`config.mk`:
```
export PLATFORM = sky130hd
export DESIGN_NAME = load_store_ctrl
export DESIGN_NICKNAME = d
export VERILOG_FILES = /design/src/rtl/load_store_ctrl.sv
export SDC_FILE = /design/constraint.sdc
export NUM_CORES = 1
export LEC_CHECK = 0
export CAP_MARGIN = 25
export CORE_MARGIN = 10
export CORE_UTILIZATION = 55
export DETAILED_ROUTE_END_ITERATION = 12
export DONT_BUFFER_PORTS = 1
export GPL_ROUTABILITY_DRIVEN = 0
export PLACE_DENSITY = 0.76
export SETUP_SLACK_MARGIN = 0.5
export SLEW_MARGIN = 20
export SYNTH_ARGS = -nofsm -noshare
export SYNTH_HDL_FRONTEND = slang
export SYNTH_SLANG_ARGS = --single-unit
```
`constraint.sdc`:
```
create_clock -name clk -period 2.2 [get_ports clk]
set_input_delay 0.44 -clock clk [delete_from_list [all_inputs] [get_ports clk]]
set_output_delay 0.44 -clock clk [all_outputs]
set_load 0.1 [all_outputs]
```
`src/rtl/load_store_ctrl.sv`:
```
// Load/store sequencer for the execute/memory stage: drives a word-wide memory port,
// splits word-crossing accesses into two transactions and returns one extended response.
module load_store_ctrl #(
  parameter int XLEN        = 32,
  parameter bit MISALIGN_EN = 1'b1
) (
  input  logic            clk,
  input  logic            rst_n,
  input  logic            req_valid,
  output logic            req_ready,
  input  logic            req_we,
  input  logic [2:0]      req_funct3,
  input  logic [XLEN-1:0] req_addr,
  input  logic [XLEN-1:0] req_wdata,
  output logic            rsp_valid,
  output logic [XLEN-1:0] rsp_rdata,
  output logic            rsp_err,
  output logic            mem_valid,
  input  logic            mem_ready,
  output logic [XLEN-1:0] mem_addr,
  output logic            mem_we,
  output logic [3:0]      mem_wstrb,
  output logic [XLEN-1:0] mem_wdata,
  input  logic            mem_rvalid,
  input  logic [XLEN-1:0] mem_rdata,
  output logic            busy
);

  localparam logic [2:0] S_IDLE  = 3'd0;
  localparam logic [2:0] S_REQ0  = 3'd1;
  localparam logic [2:0] S_WAIT0 = 3'd2;
  localparam logic [2:0] S_REQ1  = 3'd3;
  localparam logic [2:0] S_WAIT1 = 3'd4;
  localparam logic [2:0] S_RESP  = 3'd5;

  logic [2:0]      r_state;
  logic            r_we;
  logic [2:0]      r_funct3;
  logic [XLEN-1:0] r_addr;
  logic [XLEN-1:0] r_wdata;
  logic            r_split;
  logic            r_err;
  logic [XLEN-1:0] r_rdata0;
  logic [XLEN-1:0] r_rdata1;

  logic [2:0]        w_req_size;
  logic              w_req_cross;
  logic              w_req_illegal;
  logic              w_req_err;
  logic [3:0]        w_bmask;
  logic [7:0]        w_strb8;
  logic [2*XLEN-1:0] w_wdata64;
  logic [XLEN-1:0]   w_rd_lo;
  logic [XLEN-1:0]   w_base;
  logic              w_mem_phase;
  logic              w_second;

  function automatic logic [XLEN-1:0] f_load_ext(input logic [XLEN-1:0] d,
                                                 input logic [2:0] f3);
    case (f3)
      3'b000:  f_load_ext = {{(XLEN-8){d[7]}}, d[7:0]};
      3'b001:  f_load_ext = {{(XLEN-16){d[15]}}, d[15:0]};
      3'b100:  f_load_ext = {{(XLEN-8){1'b0}}, d[7:0]};
      3'b101:  f_load_ext = {{(XLEN-16){1'b0}}, d[15:0]};
      default: f_load_ext = d;
    endcase
  endfunction

  // Request decode: an access crosses a word when offset + size exceeds 4 bytes.
  always_comb begin
    w_req_size = 3'd4;
    case (req_funct3[1:0])
      2'b00:   w_req_size = 3'd1;
      2'b01:   w_req_size = 3'd2;
      default: w_req_size = 3'd4;
    endcase
  end

  assign w_req_cross   = (({1'b0, req_addr[1:0]}) + w_req_size) > 3'd4;
  assign w_req_illegal = req_we ? (req_funct3[2] | (req_funct3[1:0] == 2'b11))
                                : ((req_funct3[1:0] == 2'b11) | (req_funct3 == 3'b110));
  assign w_req_err     = w_req_illegal | (w_req_cross & ~MISALIGN_EN);

  always_ff @(posedge clk or negedge rst_n) begin
    if (!rst_n) begin
      r_state  <= S_IDLE;
      r_we     <= 1'b0;
      r_funct3 <= 3'b000;
      r_addr   <= '0;
      r_wdata  <= '0;
      r_split  <= 1'b0;
      r_err    <= 1'b0;
      r_rdata0 <= '0;
      r_rdata1 <= '0;
    end else begin
      case (r_state)
        S_IDLE: if (req_valid) begin
          r_we     <= req_we;
          r_funct3 <= req_funct3;
          r_addr   <= req_addr;
          r_wdata  <= req_wdata;
          r_split  <= w_req_cross;
          r_err    <= w_req_err;
          r_rdata0 <= '0;
          r_rdata1 <= '0;
          r_state  <= w_req_err ? S_RESP : S_REQ0;
        end
        S_REQ0: if (mem_ready) begin
          if (r_we) r_state <= r_split ? S_REQ1 : S_RESP;
          else      r_state <= S_WAIT0;
        end
        S_WAIT0: if (mem_rvalid) begin
          r_rdata0 <= mem_rdata;
          r_state  <= r_split ? S_REQ1 : S_RESP;
        end
        S_REQ1: if (mem_ready) r_state <= r_we ? S_RESP : S_WAIT1;
        S_WAIT1: if (mem_rvalid) begin
          r_rdata1 <= mem_rdata;
          r_state  <= S_RESP;
        end
        S_RESP:  r_state <= S_IDLE;
        default: r_state <= S_IDLE;
      endcase
    end
  end

  // Lane shifting: access 0 takes the low half of the 64-bit window, access 1 the high half.
  always_comb begin
    w_bmask = 4'b1111;
    case (r_funct3[1:0])
      2'b00:   w_bmask = 4'b0001;
      2'b01:   w_bmask = 4'b0011;
      default: w_bmask = 4'b1111;
    endcase
  end

  assign w_strb8     = {4'b0000, w_bmask} << r_addr[1:0];
  assign w_wdata64   = {{XLEN{1'b0}}, r_wdata} << {r_addr[1:0], 3'b000};
  assign w_rd_lo     = XLEN'({r_rdata1, r_rdata0} >> {r_addr[1:0], 3'b000});
  assign w_base      = {r_addr[XLEN-1:2], 2'b00};
  assign w_mem_phase = (r_state == S_REQ0) | (r_state == S_REQ1);
  assign w_second    = (r_state == S_REQ1);

  assign req_ready = (r_state == S_IDLE);
  assign busy      = (r_state != S_IDLE);
  assign mem_valid = w_mem_phase;
  assign mem_we    = w_mem_phase & r_we;
  assign mem_addr  = !w_mem_phase ? '0 : (w_second ? w_base + XLEN'(4) : w_base);
  assign mem_wstrb = !(w_mem_phase & r_we) ? 4'b0000 : (w_second ? w_strb8[7:4] : w_strb8[3:0]);
  assign mem_wdata = !(w_mem_phase & r_we) ? '0
                   : (w_second ? w_wdata64[2*XLEN-1:XLEN] : w_wdata64[XLEN-1:0]);
  assign rsp_valid = (r_state == S_RESP);
  assign rsp_err   = (r_state == S_RESP) & r_err;
  assign rsp_rdata = ((r_state == S_RESP) & ~r_we & ~r_err) ? f_load_ext(w_rd_lo, r_funct3) : '0;

endmodule

```
==> flow_summary.toml, run 1 <==
[place]
placedInstanceArea_um2 = 11790
portBuffers = 0
hpwl_um = 21040

[clock_network]
cts_buffer_depth = 2
cts-root-buf = "clkbuf_16"
cts_resized = 284
cts_sinks = 129
post-cts-setup-buffer-count = 42
cts_buffers = 17
htreeDepth = 4

[run_status]
error = "[ERROR DPL-0038] Utilization greater than 100%, impossible to legalize"
stop_stage = "clock tree synthesis (4_1_cts)"
status = "stopped before the end"

[synth]
synth_area_leaders = "dfrtp_1, mux2_2, mux4_2, nand2_1, mux2i_1"
async_flop_share = 1.000
netlist_instances = 888
yosys-top-cells-count = "nand2_1, dfrtp_1, mux2_2"
syn-cell-area_um2 = 8068
ys_seq_area_frac = 0.4001
yosysTopAreaCell = "dfrtp_1"
yosys_warnings = 0
yosysMostFrequentCell = "nand2_1"
ys_types = 48
synth_edf_count = 0
synthFlopType = "dfrtp_1"
ys_ff_latch = 129
syn_avg_cell_area_um2 = 9.085
synth_top_cell_area_share = 0.4001

[floorplan]
die-height_um = 141.1
start_util = 0.5572
chipWidth_um = 141.1
rows = 44
pin_count = 211
==> stage by stage <==
step	TNS [ns]	hold WS [ns]	setup slack, ns	instances	util
after floorplan	-26.13	0.1444	-0.7444	889	-
after detailed placement	-12.07	0.1498	-0.4408	1194	0.8146
after global placement	-9.307	0.1506	-0.3732	1194	0.8146
==> cells by family after synthesis <==
family | share of synthesized area
xor gates and xnor gates | 0.01086
AOI/OAI and AO/OA | 0.08933
adders and majority gates | 0.005583
muxes | 0.2252
and+or+nand+nor | 0.2185
other | 0.0004648
DFF | 0.4001
buffers and inverters | 0.04994
==> run 2: changes to the inputs <==
Settings changed: CORE_UTILIZATION 55 to 40, PLACE_DENSITY 0.76 to unset, PLACE_DENSITY_LB_ADDON set to 0.15, SETUP_SLACK_MARGIN 0.5 to unset.
Clock period 2.2 ns to 2.9 ns, I/O delays scaled along.
==> flow_summary.toml, run 2 <==
[routing]
via_per_inst = 5.688
post_drt_wl_per_cell_um = 21.37
route.detailed.drc = 0
drtIter0Drc = 431
vias = 7201
ant_nets = 0
drt_wl_total_um = 27050
firstDrtPassIters = 4

[layout]
layout-drive-gt1-share = 0.4450
stdcell_area_um2 = 12090
final_common_cell = "nand2_1"
nNetsFinal = 1095
multi_input_area_um2 = 5363
regArea_um2 = 3239
syn_to_final_growth_pct = 49.83
largestRegisters = "r_addr (32), r_rdata0 (32), r_wdata (32)"
n_fill_cell = 1659
final_cell_mix = "nand2_1, dfrtp_1, buf_12"

[sta]
finalHoldViolations = 129
layout_setup_ws_ns = -0.2167
period_share = 1.075
period_minus_slack_ns = 3.117
hold_ws_ns = -0.1359
relSlewSlack = 0.5883
tightest_slew_ns = 0.6176
rsz0062_at_grt = "true"
fin_skew_ns = 0.006681
finalSetupTns_ns = -3.862
drv_slew = 0
setup_viol = 34
fmax_mhz = 320.9

[synth]
syn_avg_cell_area_um2 = 9.085
synth_top_cell_area_share = 0.4001
ys_seq_area_frac = 0.4001
yosys_warnings = 0
async_flop_share = 1.000
yosys-top-cells-count = "nand2_1, dfrtp_1, mux2_2"
ys_ff_latch = 129
netlist_instances = 888
yosysMostFrequentCell = "nand2_1"
syn-cell-area_um2 = 8068
synth_area_leaders = "dfrtp_1, mux2_2, mux4_2, nand2_1, mux2i_1"
yosysTopAreaCell = "dfrtp_1"
ys_types = 48
synthFlopType = "dfrtp_1"
synth_edf_count = 0

[floorplan]
dieArea_um2 = 26250
die-height_um = 162.0
rows = 51
core_um2 = 19650
chipWidth_um = 162.0
pin_count = 211
start_util = 0.4105

[grt]
first_global_vias = 7375
grt_pass1_wl_um = 42010
grt_max_degree = 130
antenna_found_initial = 3
grt_use_total = 0.1993
grt.overflow.total = 0

[critical_path]
critPathSlowestCell = "or4_1"
worstSetupStartpointType = "flip-flop"
endpoint_kind = "output pin"
worstPathMaxFanout = 17
slowest_delay_ns = 0.55
path_cells = "nand3b_1 > or4_1 > buf_6 > or4_4 > a21oi_4 > buf_12"
required_ns = 2.32
r2r-start = "r_state[1]$_DFFE_PN0P_"
reg2reg_slack_ns = 0.70
critPathArrivalTime_ns = 2.54
r2r-end = "r_rdata1[8]$_DFFE_PN0P_"
worstSetupPathType = "flip-flop to output pin"
reg2reg_depth = 8

[power_and_ir_drop]
ir_drop_uv = 762.3
power_frac_clock = 0.133
seq_power_share = 0.231
switchingPower_w = 0.007721
comb_power_share = 0.636
p_sw_frac = 0.5048
leakage_nw = 4.866
power_density_nw_per_um2 = 1265
internal-power_w = 0.007575

[place]
hpwl_um = 18930
placedInstanceArea_um2 = 11040
portBuffers = 0

[clock_network]
cts_buffers = 17
cts_tree = "yes"
cts_sinks = 129
clk_latency_ns = 0.41
htreeDepth = 4
clk_pin_slew_ns = 0.06
cts-root-buf = "clkbuf_16"
cts_buffer_depth = 2

[run_status]
violations = "hold timing, setup timing"
status = "finished with violations"

[worst_hold_path]
hp-class = "input port to async pin"

[job]
maxCapViolCount = 0
-- run 2: metrics by stage --
| step | std cells | utilization | hold slack, ns | worst slack [ns] | power [W] |
|---|---|---|---|---|---|
| finish | 1266 | 0.6150 | -0.1359 | -0.2167 | 0.01530 |
| global route | 1265 | 0.6149 | -0.1637 | -0.2783 | 0.01617 |
| CTS | 1256 | 0.5973 | -0.1616 | -0.2039 | 0.01507 |
| detailed placement | 1215 | 0.5616 | 0.2911 | 0.07539 | 0.01284 |
| global placement | 1215 | 0.5616 | 0.2917 | 0.09149 | 0.01258 |
| floorplan | 889 | - | 0.2844 | -0.4609 | 0.01027 |
-- run 2: power groups by stage --
stage	sequential, W	combinational (W)	clock, W
after floorplan	0.00325	0.00701	0
after global placement	0.00346	0.00912	0
after detailed placement	0.00355	0.00929	0
after CTS	0.00350	0.00949	0.00209
after global routing	0.00366	0.0103	0.00216
final	0.00353	0.00973	0.00204
-- run 2: per-layer routing --
layer,share of wire,GRT usage
met3,0.092,0.08418
met2,0.49,0.3214
met4,0.016,0.05170
met5,0.0010,0
met1,0.40,0.2402
-- run 2: worst max path at each step --
stage                         end                   start  cells after the start
floorplan           rsp_rdata[10]   r_addr[0]$_DFFE_PN0P_                      6
global placement     mem_addr[22]  r_state[1]$_DFFE_PN0P_                      6
detailed placement   mem_addr[16]  r_state[1]$_DFFE_PN0P_                      6
CTS                  mem_addr[17]  r_state[2]$_DFFE_PN0P_                      6
global route         mem_addr[22]  r_state[2]$_DFFE_PN0P_                      6
finish               mem_addr[26]  r_state[2]$_DFFE_PN0P_                      6
-- run 2: cell type report --
cell class,count,area share
timing repair buffer,160,0.2077
antenna,1,0.0002070
multi-input combinational,660,0.4436
clock buffer,20,0.03778
tap,265,0.02743
inverter,19,0.006211
clock inverter,12,0.009005
sequential,129,0.2680
-- run 2: what timing repair did --
item                       4_1_cts  5_1_grt
gates cloned                     0        2
hold endpoints to repair       129      129
pin swaps                        3        8
gates resized for setup         18       60
setup endpoints to repair       70       54
setup buffers                    9        7
-- run 2: cell families after synthesis --
family | share of synthesized area
compound gates | 0.08933
xor+xnor | 0.01086
fa+ha+maj | 0.005583
buf+inv | 0.04994
flops | 0.4001
mux | 0.2252
other cells | 0.0004648
simple gates | 0.2185
-- run 2: worst max-delay path, delay by kind of cell (launching register included) --
kind / cells / cell delay, ns
buffers and inverters: 2 / 0.37
AND/OR/NAND/NOR: 3 / 1.20
AO/OA/AOI/OAI: 1 / 0.17
flip-flops: 1 / 0.38
Power figures use the tool's default switching activity.
==> run 3: changes to the inputs <==
Settings changed: ABC_AREA set to 1.
==> flow_summary.toml, run 3 <==
[synth]
ys_types = 42
synthXorXnorAreaFrac = 0.003160
yosys-top-cells-count = "nand2_1, o21ai_0, dfrtp_1"
yosysTopAreaCell = "dfrtp_1"
ys_seq_area_frac = 0.3883
yosys_warnings = 0
netlist_instances = 1248
synthFlopType = "dfrtp_1"
synth_edf_count = 0
synth_area_leaders = "dfrtp_1, nand2_1, o21ai_0, nand3_1, inv_1"
ys_ff_latch = 129
muxShareOfSynthArea = 0.009782
synth_compound_area_frac = 0.1723
syn-cell-area_um2 = 8314
async_flop_share = 1.000
yosysMostFrequentCell = "nand2_1"
yosys.area_share.adder = 0.005418
syn_avg_cell_area_um2 = 6.662
synth_top_cell_area_share = 0.3883
synthSimpleGateAreaFrac = 0.3178
synth_top_family_by_area = "simple AND/OR/NAND/NOR gates"

[routing]
drtIter0Drc = 808
post_drt_wl_per_cell_um = 19.20
via_per_inst = 5.417
drt_wl_total_um = 30940
firstDrtPassIters = 8
vias = 8733
ant_nets = 0
route.detailed.drc = 0

[sta]
fmax_mhz = 355.8
hold_ws_ns = -0.1510
finalSetupTns_ns = 0
tightest_slew_ns = 0.7164
period_minus_slack_ns = 2.811
setup_viol = 0
rsz0062_at_grt = "true"
finalHoldViolations = 129
period_share = 0.9692
drv_slew = 0
fin_skew_ns = 0.01255
relSlewSlack = 0.5207

[place]
hpwl_um = 22350
portBuffers = 0

[job]
maxCapViolCount = 0

[critical_path]
worstSetupStartpointType = "flip-flop"
worstSetupPathType = "flip-flop to output pin"
endpoint_kind = "output pin"
reg2reg_slack_ns = 0.52
required_ns = 2.32
worstPathMaxFanout = 25
critPathArrivalTime_ns = 2.23

[clock_network]
cts_tree = "yes"
cts-root-buf = "clkbuf_16"
cts_sinks = 129
clk_latency_ns = 0.43
htreeDepth = 4
clk_pin_slew_ns = 0.07
cts_buffers = 17
cts_buffer_depth = 2

[floorplan]
dieArea_um2 = 26950
rows = 52
chipWidth_um = 164.2
core_um2 = 20360
pin_count = 211
start_util = 0.4083
die-height_um = 164.2

[run_status]
status = "finished with violations"
violations = "hold timing"

[layout]
n_fill_cell = 1923
regArea_um2 = 3236
final_common_cell = "nand2_1"
syn_to_final_growth_pct = 38.51
nNetsFinal = 1437
diodes = 0
multi_input_area_um2 = 4594
layout-drive-gt1-share = 0.2191
final_cell_mix = "nand2_1, o21ai_0, dfrtp_1"
largestRegisters = "r_addr (32), r_rdata0 (32), r_wdata (32)"

[power_and_ir_drop]
leakage_nw = 5.137
ir_drop_uv = 534.3
finalPower_w = 0.01426
power_density_nw_per_um2 = 1238

[grt]
grt_pass1_wl_um = 48480
first_global_vias = 8632
grt.overflow.total = 0
antenna_found_initial = 0
grt_use_total = 0.2281
grt_max_degree = 130

[worst_hold_path]
hp-class = "input port to async pin"
-- run 3: path summary, 6_finish.rpt --
kind | from | to | depth (start not counted)
max in group asynchronous | rst_n | r_funct3[1]$_DFFE_PN0P_ | 0
min in group clk | req_wdata[6] | r_wdata[6]$_DFFE_PN0P_ | 2
worst min-delay path | rst_n | r_rdata0[28]$_DFFE_PN0P_ | 0
worst max register to register | r_state[1]$_DFFE_PN0P_ | r_wdata[7]$_DFFE_PN0P_ | 9
worst max-delay path | r_state[0]$_DFFE_PN0P_ | mem_wdata[6] | 9
worst min register to register | r_wdata[2]$_DFFE_PN0P_ | r_wdata[2]$_DFFE_PN0P_ | 2
-- run 3: cells by family after synthesis --
family                     after synthesis
other                                    1
adders and majority gates                3
buffers and inverters                  197
DFF                                    129
and+or+nand+nor                        634
AOI/OAI and AO/OA                      273
muxes                                    8
xor gates and xnor gates                 3
-- run 3: metal layers --
metal | wire, µm | share of wire | up-vias | global-route usage
li1 | - | - | 4204 | -
met1 | 12870 | 0.42 | 4065 | 0.2963
met2 | 14400 | 0.47 | 421 | 0.3552
met3 | 3058 | 0.099 | 43 | 0.07134
met4 | 616 | 0.020 | 0 | 0.06946
met5 | 0 | 0 | - | 0
-- run 3: area by class of cell --
| type | instances | share of cell area |
|---|---|---|
| clock buffers | 17 | 0.03694 |
| clock inverters | 15 | 0.01228 |
| inverters | 122 | 0.03998 |
| multi-input cells | 923 | 0.3990 |
| flip-flops and latches | 129 | 0.2810 |
| well taps | 270 | 0.02934 |
| repair buffers | 136 | 0.2015 |
-- run 3: power by group --
part / internal, W / switching, W / total, W / leakage [nW]
Sequential: 0.00266 / 0.000763 / 0.00342 / 1.66
Combinational: 0.00261 / 0.00613 / 0.00874 / 3.20
Clock: 0.00114 / 0.000970 / 0.00211 / 0.275
-- run 3: timing repair --
item,CTS,global route
endpoints found under the setup margin,21,51
pin swaps,2,2
gates cloned,0,0
buffers inserted,3,2
resized for setup,5,22
endpoints found under the hold margin,129,129
-- run 3: critical path, cell delays in order (launching register included) --
cell and delay (ns):
dfrtp_1 0.43, nand2_1 0.13, nor2_4 0.07, inv_2 0.19
buf_8 0.23, nand3_1 0.09, o21ai_1 0.12, nand2_1 0.10
a21oi_2 0.24, buf_12 0.21
-- run 3: through the flow --
step	hold slack [ns]	instance area [µm²]	cells	worst slack (ns)	util
after floorplan	0.2844	8579	1249	-0.3624	-
after global placement	0.2940	10860	1575	0.3767	0.5331
after detailed placement	0.2934	10860	1575	0.3599	0.5331
after CTS	-0.1607	11450	1610	0.001297	0.5623
after global routing	-0.1738	11520	1612	-0.04486	0.5655
final	-0.1510	11520	1612	0.08939	0.5655
==> run 4: changes to the inputs <==
Settings changed: CTS_BUF_LIST set to sky130_fd_sc_hd__clkbuf_4 sky130_fd_sc_hd__clkbuf_8.
==> flow_summary.toml, run 4 (synthesis gave the netlist of run 3 again) <==
[critical_path]
worst_path_dominant_cell_family = "flip-flops"
worstSetupStartpointType = "flip-flop"
slowest_delay_ns = 0.56
critPathSlowestCell = "dfrtp_4"
path_cells = "buf_12 > nand2_2 > o21ai_0 > nand2_1 > a21oi_2 > buf_12"
cp.buffers_inverters = 2
endpoint_kind = "output pin"
critPathArrivalTime_ns = 2.22
required_ns = 2.32
worstSetupPathType = "flip-flop to output pin"
crit_top_cell = "buf_12"
worstPathMaxFanout = 37

[sta]
period_minus_slack_ns = 2.799
relSlewSlack = 0.5249
setup_viol = 0
tightest_slew_ns = 0.7101
fmax_mhz = 357.2
hold_ws_ns = -0.1863
finalHoldViolations = 129
drv_slew = 0
period_share = 0.9653
fin_skew_ns = 0.01625
rsz0062_at_grt = "true"

[clock_network]
cts_tree = "yes"
cts_buffers = 17
htreeDepth = 4
cts_buffer_depth = 2
cts-root-buf = "clkbuf_8"
clk_pin_slew_ns = 0.09
clk_latency_ns = 0.46
cts_sinks = 129

[floorplan]
die-height_um = 164.2
dieArea_um2 = 26950
start_util = 0.4083
chipWidth_um = 164.2
rows = 52
core_um2 = 20360
pin_count = 211

[routing]
vias = 8729
post_drt_wl_per_cell_um = 19.15
drt_wl_total_um = 30870
ant_nets = 0
via_per_inst = 5.415
route.detailed.drc = 0
firstDrtPassIters = 6
drtIter0Drc = 751

[worst_hold_path]
hp-class = "input port to async pin"

[place]
placedInstanceArea_um2 = 10860
placed_cells = 1575
hpwl_um = 22350
portBuffers = 0

[grt]
grt_max_degree = 130
first_global_vias = 8576
grt.overflow.total = 0
antenna_found_initial = 0
grt_use_total = 0.2268
grt_pass1_wl_um = 48180

[layout]
stdcell_count = 1612
final_common_cell = "nand2_1"
layout-drive-gt1-share = 0.2198
diodes = 0
largestRegisters = "r_addr (32), r_rdata0 (32), r_wdata (32)"
nNetsFinal = 1437
syn_to_final_growth_pct = 36.64
n_fill_cell = 1934
final_cell_mix = "nand2_1, o21ai_0, dfrtp_1"
stdcell_area_um2 = 11360
final_core_util = 0.5579

[job]
maxCapViolCount = 0

[power_and_ir_drop]
ir_drop_uv = 513.7
power_density_nw_per_um2 = 1206
leakage_nw = 5.067

[run_status]
violations = "hold timing"
status = "finished with violations"
==> run 4: cell types whose count changed in the layout (fill, tap and decap cells not counted), sizes merged <==
cell	before	now
clkinv	7	6
inv	128	129
==> run 4: power by group <==
part	switching (W)	internal (W)
Combinational	0.00614	0.00263
Clock	0.000897	0.000635
Sequential	0.000759	0.00265
Total	0.00780	0.00591
==> run 4: area by class of cell <==
cell class | count | area, µm² | area share
clock buffers | 17 | 234.0 | 0.02059
clock inverters | 15 | 141.4 | 0.01244
inverters | 122 | 466.7 | 0.04108
multi-input cells | 923 | 4612 | 0.4059
flip-flops and latches | 129 | 3236 | 0.2848
well taps | 270 | 337.8 | 0.02974
repair buffers | 136 | 2333 | 0.2054
==> run 4: worst paths after layout <==
| kind | from | to | slack, ns | depth (start not counted) |
|---|---|---|---|---|
| min in group clk | req_wdata[20] | r_wdata[20]$_DFFE_PN0P_ | 0.23 | 2 |
| setup / recovery | r_addr[0]$_DFFE_PN0P_ | mem_wdata[21] | 0.10 | 6 |
| max in group asynchronous | rst_n | r_addr[0]$_DFFE_PN0P_ | 2.69 | 0 |
| hold reg to reg | r_rdata0[1]$_DFFE_PN0P_ | r_rdata0[1]$_DFFE_PN0P_ | 0.52 | 2 |
| setup reg to reg | r_state[1]$_DFFE_PN0P_ | r_wdata[7]$_DFFE_PN0P_ | 0.51 | 9 |
| hold / removal | rst_n | r_rdata0[28]$_DFFE_PN0P_ | -0.19 | 0 |
==> run 4: what timing repair did <==
item	4_1_cts	5_1_grt
gates resized for setup	6	32
buffers inserted	3	2
endpoints found under the hold margin	129	129
setup endpoints to repair	36	67
pin swaps	2	2
==> run 4: through the flow <==
step	hold WS [ns]	TNS, ns	worst slack [ns]	power [W]
global placement	0.2940	0	0.3767	0.01190
CTS	-0.2085	-0.3269	-0.03958	0.01361
global route	-0.2215	-0.1612	-0.02815	0.01462
finish	-0.1863	0	0.1006	0.01371
detailed placement	0.2934	0	0.3599	0.01201
floorplan	0.2844	-6.121	-0.3624	0.009254
==> run 4: per-layer routing <==
metal	up-vias	track usage	wire [µm]
li1	4207	-	-
met3	46	0.06959	3033
met1	4089	0.2961	12830
met2	387	0.3514	14270
met4	0	0.07149	729
met5	-	0	0
